**src/rtl/rp_mask_row_expander_if.sv**
```systemverilog
// Repeat-pattern row bus between the scheduler/pixel-mask driver (master side)
// and the mask row expander (slave side).
//
// Handshake rules:
//   Row input  : a row is taken on a clock where load_pattern is high and
//                rp_valid is high (or the expander frees a slot that same
//                clock). rp_valid is registered and equals !full.
//   Mask output: a beat transfers on a clock where mask_valid and mask_ready
//                are both high. Once mask_valid rises, mask_valid, mask_data,
//                mask_eol and mask_eof stay unchanged until that transfer;
//                a beat is never retracted.
interface rp_mask_row_expander_if #(
    parameter int OUT_W = 16
);
    logic             load_pattern;
    logic [0:31]      pattern;
    logic             rp_valid;
    logic [OUT_W-1:0] mask_data;
    logic             mask_valid;
    logic             mask_ready;
    logic             mask_eol;
    logic             mask_eof;
    logic             ovf_err;

    modport master (
        output load_pattern, pattern, mask_ready,
        input  rp_valid, mask_data, mask_valid, mask_eol, mask_eof, ovf_err
    );

    modport slave (
        input  load_pattern, pattern, mask_ready,
        output rp_valid, mask_data, mask_valid, mask_eol, mask_eof, ovf_err
    );
endinterface

```
**src/rtl/rp_mask_row_expander.sv**
```systemverilog
// Mask row expander: buffers 32-bit row patterns and tiles the first
// pattern_w bits of each row across image_sensor_w pixels. The result is
// streamed as OUT_W-bit beats with end-of-line and end-of-frame flags.
// Optional feature macro: RP_MG_LAST_ROW_REPEAT_EN. When it is defined, the
// last loaded row is replayed if no new row is waiting at line end.
module rp_mask_row_expander #(
    parameter int OUT_W      = 16,
    parameter int FIFO_DEPTH = 2
) (
    input  logic        clk,
    input  logic        rst,
    input  logic        clk_en,
    input  logic [10:0] image_sensor_w,
    input  logic [10:0] image_sensor_h,
    input  logic [4:0]  pattern_w,
    rp_mask_row_expander_if.slave bus,
    output logic [1:0]  state_dbg
);
    localparam int AW = (FIFO_DEPTH > 1) ? $clog2(FIFO_DEPTH) : 1;
    localparam int CW = AW + 1;

    typedef enum logic [1:0] {
        IDLE = 2'd0,
        LOAD = 2'd1,
        EMIT = 2'd2
    } state_t;

    state_t          state, state_next;

    logic [0:31]     fifo_mem [FIFO_DEPTH];
    logic [AW-1:0]   wr_ptr, rd_ptr;
    logic [CW-1:0]   count, count_next;
    logic            fifo_empty;
    logic            rp_valid_q;
    logic            ovf_q;
    logic            push, pop, ovf_set;

    logic [0:31]     row_reg;
    logic [11:0]     col;
    logic [5:0]      phase, phase_adv;
    logic [5:0]      eff_w_reg, eff_w_in;
    logic [10:0]     w_reg, h_reg, line_cnt;
    logic            beat_accept, last_beat, last_line;
    logic            repeat_ok, restart_line;
    logic [OUT_W-1:0] mask_data_c;
    logic [4:0]      tap;

    assign fifo_empty = (count == '0);
    assign pop        = clk_en && (state == LOAD);
    // A slot freed by this clock's pop can take the incoming row at once.
    assign push       = clk_en && bus.load_pattern && (rp_valid_q || pop);
    assign ovf_set    = clk_en && bus.load_pattern && !rp_valid_q && !pop;

    always_comb begin
        count_next = count;
        if (push && !pop)      count_next = count + CW'(1);
        else if (!push && pop) count_next = count - CW'(1);
    end

    // FIFO pointers, occupancy, registered ready and sticky overflow flag.
    always_ff @(posedge clk or posedge rst) begin
        if (rst) begin
            wr_ptr     <= '0;
            rd_ptr     <= '0;
            count      <= '0;
            rp_valid_q <= 1'b1;
            ovf_q      <= 1'b0;
        end else begin
            if (push) wr_ptr <= wr_ptr + AW'(1);
            if (pop)  rd_ptr <= rd_ptr + AW'(1);
            count      <= count_next;
            rp_valid_q <= (count_next != CW'(FIFO_DEPTH));
            if (ovf_set) ovf_q <= 1'b1;
        end
    end

    // FIFO storage; contents need no reset because occupancy guards reads.
    always_ff @(posedge clk) begin
        if (push) fifo_mem[wr_ptr] <= bus.pattern;
    end

    assign eff_w_in    = (pattern_w == 5'd0) ? 6'd32 : {1'b0, pattern_w};
    assign beat_accept = (state == EMIT) && bus.mask_ready && clk_en;
    assign last_beat   = (13'(col) + 13'(OUT_W)) >= 13'(w_reg);
    assign last_line   = (line_cnt == (h_reg - 11'd1));
    assign phase_adv   = (phase + 6'(OUT_W)) % eff_w_reg;

`ifdef RP_MG_LAST_ROW_REPEAT_EN
    logic have_row;

    // Remembers that row_reg holds a real row, so a replay is meaningful.
    always_ff @(posedge clk or posedge rst) begin
        if (rst)                          have_row <= 1'b0;
        else if (clk_en && state == LOAD) have_row <= 1'b1;
    end

    assign repeat_ok = have_row;
`else
    assign repeat_ok = 1'b0;
`endif

    // State register.
    always_ff @(posedge clk or posedge rst) begin
        if (rst)         state <= IDLE;
        else if (clk_en) state <= state_next;
    end

    // Next state; restart_line marks an in-place replay of row_reg.
    always_comb begin
        state_next   = state;
        restart_line = 1'b0;
        case (state)
            IDLE: if (!fifo_empty) state_next = LOAD;
            LOAD: state_next = EMIT;
            EMIT: begin
                if (beat_accept && last_beat) begin
                    if (!fifo_empty) begin
                        state_next = LOAD;
                    end else if (repeat_ok) begin
                        state_next   = EMIT;
                        restart_line = 1'b1;
                    end else begin
                        state_next = IDLE;
                    end
                end
            end
            default: state_next = IDLE;
        endcase
    end

    // Line datapath: row capture, geometry sampling at line start, column,
    // tiling phase and line counter.
    always_ff @(posedge clk or posedge rst) begin
        if (rst) begin
            row_reg   <= '0;
            col       <= '0;
            phase     <= '0;
            eff_w_reg <= 6'd32;
            w_reg     <= '0;
            h_reg     <= 11'd1;
            line_cnt  <= '0;
        end else if (clk_en) begin
            if (state == LOAD) begin
                row_reg   <= fifo_mem[rd_ptr];
                col       <= '0;
                phase     <= '0;
                eff_w_reg <= eff_w_in;
                w_reg     <= image_sensor_w;
                h_reg     <= image_sensor_h;
            end else if (beat_accept) begin
                if (last_beat) line_cnt <= last_line ? 11'd0 : line_cnt + 11'd1;
                if (restart_line) begin
                    col       <= '0;
                    phase     <= '0;
                    eff_w_reg <= eff_w_in;
                    w_reg     <= image_sensor_w;
                    h_reg     <= image_sensor_h;
                end else begin
                    col   <= col + 12'(OUT_W);
                    phase <= phase_adv;
                end
            end
        end
    end

    // Beat assembly: tile row_reg from the current phase, zero past line end.
    always_comb begin
        mask_data_c = '0;
        tap         = '0;
        if (state == EMIT) begin
            for (int k = 0; k < OUT_W; k++) begin
                tap = 5'((phase + 6'(k)) % eff_w_reg);
                if ((col + 12'(k)) < {1'b0, w_reg}) mask_data_c[k] = row_reg[tap];
            end
        end
    end

    assign bus.rp_valid   = rp_valid_q;
    assign bus.ovf_err    = ovf_q;
    assign bus.mask_valid = (state == EMIT);
    assign bus.mask_data  = mask_data_c;
    assign bus.mask_eol   = (state == EMIT) && last_beat;
    assign bus.mask_eof   = (state == EMIT) && last_beat && last_line;
    assign state_dbg      = state;
endmodule

```
**src/flat_wrapper.sv**
```systemverilog
// flat-port wrapper written by rule: the top's interface ports become plain ports
module rp_mask_row_expander_flat 
#(
    parameter int OUT_W      = 16,
    parameter int FIFO_DEPTH = 2
)
  (clk, rst, clk_en, image_sensor_w, image_sensor_h, pattern_w, state_dbg, bus_load_pattern, bus_pattern, bus_mask_ready, bus_rp_valid, bus_mask_data, bus_mask_valid, bus_mask_eol, bus_mask_eof, bus_ovf_err);
  rp_mask_row_expander_if #(.OUT_W(OUT_W)) bus_i ();
  input  logic clk;
  input  logic rst;
  input  logic clk_en;
  input  logic [10:0] image_sensor_w;
  input  logic [10:0] image_sensor_h;
  input  logic [4:0] pattern_w;
  output logic [1:0] state_dbg;
  input wire logic [$bits(bus_i.load_pattern)-1:0] bus_load_pattern;
  input wire logic [$bits(bus_i.pattern)-1:0] bus_pattern;
  input wire logic [$bits(bus_i.mask_ready)-1:0] bus_mask_ready;
  output wire logic [$bits(bus_i.rp_valid)-1:0] bus_rp_valid;
  output wire logic [$bits(bus_i.mask_data)-1:0] bus_mask_data;
  output wire logic [$bits(bus_i.mask_valid)-1:0] bus_mask_valid;
  output wire logic [$bits(bus_i.mask_eol)-1:0] bus_mask_eol;
  output wire logic [$bits(bus_i.mask_eof)-1:0] bus_mask_eof;
  output wire logic [$bits(bus_i.ovf_err)-1:0] bus_ovf_err;
  assign bus_i.load_pattern = bus_load_pattern;
  assign bus_i.pattern = bus_pattern;
  assign bus_i.mask_ready = bus_mask_ready;
  assign bus_rp_valid = bus_i.rp_valid;
  assign bus_mask_data = bus_i.mask_data;
  assign bus_mask_valid = bus_i.mask_valid;
  assign bus_mask_eol = bus_i.mask_eol;
  assign bus_mask_eof = bus_i.mask_eof;
  assign bus_ovf_err = bus_i.ovf_err;
  rp_mask_row_expander #(.OUT_W(OUT_W), .FIFO_DEPTH(FIFO_DEPTH)) u_core (.clk(clk), .rst(rst), .clk_en(clk_en), .image_sensor_w(image_sensor_w), .image_sensor_h(image_sensor_h), .pattern_w(pattern_w), .bus(bus_i), .state_dbg(state_dbg));
endmodule
```
**config.mk**
```make
export PLATFORM = sky130hd
export DESIGN_NAME = rp_mask_row_expander_flat
export DESIGN_NICKNAME = d
export VERILOG_FILES = /design/src/rtl/rp_mask_row_expander_if.sv /design/src/rtl/rp_mask_row_expander.sv /design/src/flat_wrapper.sv
export SDC_FILE = /design/constraint.sdc
export NUM_CORES = 2
export LEC_CHECK = 0
export ABC_AREA = 1
export BUFFER_PORTS_ARGS = -buffer_cell sky130_fd_sc_hd__buf_2
export CAP_MARGIN = 20
export CORE_AREA = 2 2 260 262
export CTS_CLUSTER_DIAMETER = 50
export DETAILED_ROUTE_END_ITERATION = 6
export DIE_AREA = 0 0 262 264
export REMOVE_ABC_BUFFERS = 1
export SLEW_MARGIN = 20
export SYNTH_ARGS = -nofsm -noshare
export SYNTH_HDL_FRONTEND = slang
export SYNTH_SLANG_ARGS = --single-unit
```
**constraint.sdc**
```tcl
create_clock -name clk -period 14 [get_ports clk]
set_input_delay 3.5 -clock clk [delete_from_list [all_inputs] [get_ports clk]]
set_output_delay 3.5 -clock clk [all_outputs]
set_load 0.03 [all_outputs]
```
==> results.toml <==
[sta]
slew_viol_final = 0
holdWs_ps = 469
fin_crit_ps = 13170
setup_viol = 0
fin_ws_ps = 835
max_freq_mhz = 76.0
clock_skew_ps = 22.5
finalHoldViolations = 0
tightest_slew_ps = 966
period_share_pct = 94.0
slew_headroom_pct = 35.0

[clocking]
postCtsHoldBufs = 0
cts_tree = "yes"
clockBufferDepth = 2
clk_latency_ps = 470
cts_sinks = 157
clk_pin_slew_ps = 70
htreeDepth = 4
cts_buffers = 17
cts_root_buf = "clkbuf_16"

[global_route]
antenna_found_initial = 1
grt.overflow.total = 0
grt_max_degree = 69
grt_first_pass_wirelength_um = 158000
grt_pass1_vias = 29000
grt_usage_pct = 28.8

[final_layout]
fin_nets = 5155
utilization_pct = 47.4
fin_area_um2 = 31600
fillers = 6994
drive_above_1_share_pct = 7.29
largest_reg_flops = 64
ff_latch_area_um2 = 4260
area_growth_pct = 6.76
num_antenna_cells = 0
multiInputGateArea_um2 = 22900

[logic_synthesis]
synth_flop_cell = "dfrtp_1"
synthArstFlopShare_pct = 59.2
ys_seq_area_share_pct = 14.4
synth_compound_area_share_pct = 19.5
ys_types = 67
synth_edf_count = 64
yosys_warnings = 0
synth_xor_area_share_pct = 6.99
syn_inst = 4668
syn_avg_cell_area_um2 = 6.33
yosys.area_share.adder_pct = 17.9
netlist_area_um2 = 29600
muxShareOfSynthArea_pct = 0.0381
synth_top_family_by_area = "simple AND/OR/NAND/NOR gates"
synth_simple_gate_area_share_pct = 32.7
ys_ff_latch = 157

[critical_path]
endpoint_kind = "output port"
cp_slowest_cell = "dfrtp_1"
critPathLaunchType = "register"
crit_type = "register to output port"
cp_slowest_stage_delay_ps = 570
crit_path_frequent_cell = "nand2_1"
arrival_ps = 9670
crit_fanout = 24
required_ps = 10500
r2r_slack_ps = 5460

[placement]
dp_hpwl_um = 75700
pre_cts_slack_ps = 992
port_buffers = 86
place_congestion = 0.966
dpl_cell_area_um2 = 30800

[status]
status = "completed"

[die]
die_h_um = 264
dieWidth_um = 262
num_rows = 95
dieArea_um2 = 69200
ios = 87
fp.coreArea_um2 = 66600
start_util_pct = 44.4

[routing]
viasPerCell = 5.63
drc_errors = 0
postRouteAntennaNets = 0
first_iter_violations = 2469
wirelength_um = 101000
vias = 31300
dr.pass1.iters = 6
wl_per_cell_um = 18.1

[flow_run]
maxCapViolations = 0

[hold_path]
hold_path.class = "register to register"
[cell usage in the layout, fill, tap and decap left out, drive strengths merged, types with 9 or more instances in the layout]
cell / n
buf: 133
a21o: 19
xnor2: 76
nand3b: 29
inv: 481
o21ai: 419
xor2: 159
nand4: 54
o211ai: 164
edfxtp: 64
a22oi: 16
nor4: 9
o31ai: 44
fa: 19
nand3: 390
o21a: 17
o21bai: 47
a21oi: 177
nor3: 49
ha: 393
a21boi: 17
clkinv: 19
clkbuf: 18
nand2: 1428
or2: 51
dfrtp: 90
nor2: 270
[kinds of logic (layout without fill, tap and decap cells)]
kind of cell | count (synthesis) | count (layout)
DFF | 157 | 157
xor gates and xnor gates | 235 | 235
muxes | 1 | 1
adders and majority gates | 412 | 412
buffers and inverters | 637 | 659
AOI/OAI and AO/OA | 935 | 937
and+or+nand+nor | 2291 | 2291
[repair_timing]
| item | 4_1_cts | 5_1_grt |
|---|---|---|
| resized for setup | 0 | 33 |
| buffers inserted | 0 | 4 |
| endpoints found under the hold margin | 0 | 0 |
| endpoints found under the setup margin | 0 | 14 |
[metrics by stage]
stage | std cells | TNS, ps
2_1_floorplan | 4524 | 0
3_3_place_gp | 5526 | 0
3_5_place_dp | 5526 | 0
4_1_cts | 5558 | 0
5_1_grt | 5565 | -13.0
6_report | 5565 | 0
[worst max-delay path: cells and delay by family, from the launching register on]
kind            cells  cell delay [ps]
xor+xnor            1              150
buf+inv            10             1770
compound gates      8             1510
simple gates       29             3300
fa+ha+maj           6             1900
flops               1              570
[per-layer routing]
metal  routed length, um  global-route usage (%)
met1               43600                    38.2
met2               46400                    48.5
met4                3910                    10.4
met5                  12                       0
met3                6770                    2.76
[synth_stat cells (6+ instances only)]
master	number	area (um2)
buf_2	38	190
nand2_1	1421	5330
o211ai_1	164	1230
o21bai_1	46	345
clkinv_1	14	52.6
nor4_1	9	56.3
ha_1	393	4920
o21ai_2	38	333
nor3_1	47	235
o31ai_1	44	330
o21ai_1	101	505
dfrtp_1	90	2250
or2_2	48	300
inv_2	22	82.6
nand4_1	54	338
a21oi_1	175	876
nor2_1	264	991
xor2_1	158	1380
a21boi_0	13	97.6
nand3b_1	29	218
o21a_1	17	128
o21ai_0	275	1380
a21o_1	19	143
edfxtp_1	64	1920
a31oi_1	6	37.5
inv_1	457	1720
fa_1	19	380
a22oi_1	12	90.1
clkbuf_1	87	327
buf_4	8	60.1
xnor2_1	76	666
nand3_1	385	1930
[final timing paths]
check / endpoint / startpoint / depth (start not counted)
max: bus_mask_data[6] / u_core.phase[5] / 54
min: u_core.bus.ovf_err / u_core.bus.ovf_err / 2
max reg2reg: u_core.phase[2] / u_core.phase[1] / 50
min reg2reg: u_core.bus.ovf_err / u_core.bus.ovf_err / 2
max in group asynchronous: u_core.phase[1] / rst / 3
min in group asynchronous: u_core.row_reg[24] / rst / 2
[cell type report]
| cell class | count | area share (%) |
|---|---|---|
| timing repair inverter | 1 | 0.0238 |
| clock buffer | 18 | 1.36 |
| sequential | 157 | 13.5 |
| timing repair buffer | 133 | 2.48 |
| inverter | 493 | 5.94 |
| tap | 873 | 3.46 |
| multi-input combinational | 3876 | 72.7 |
| clock inverter | 14 | 0.587 |
Power is not shown: default switching activity piles up to over one toggle a cycle in this logic, so the estimate is an artifact.
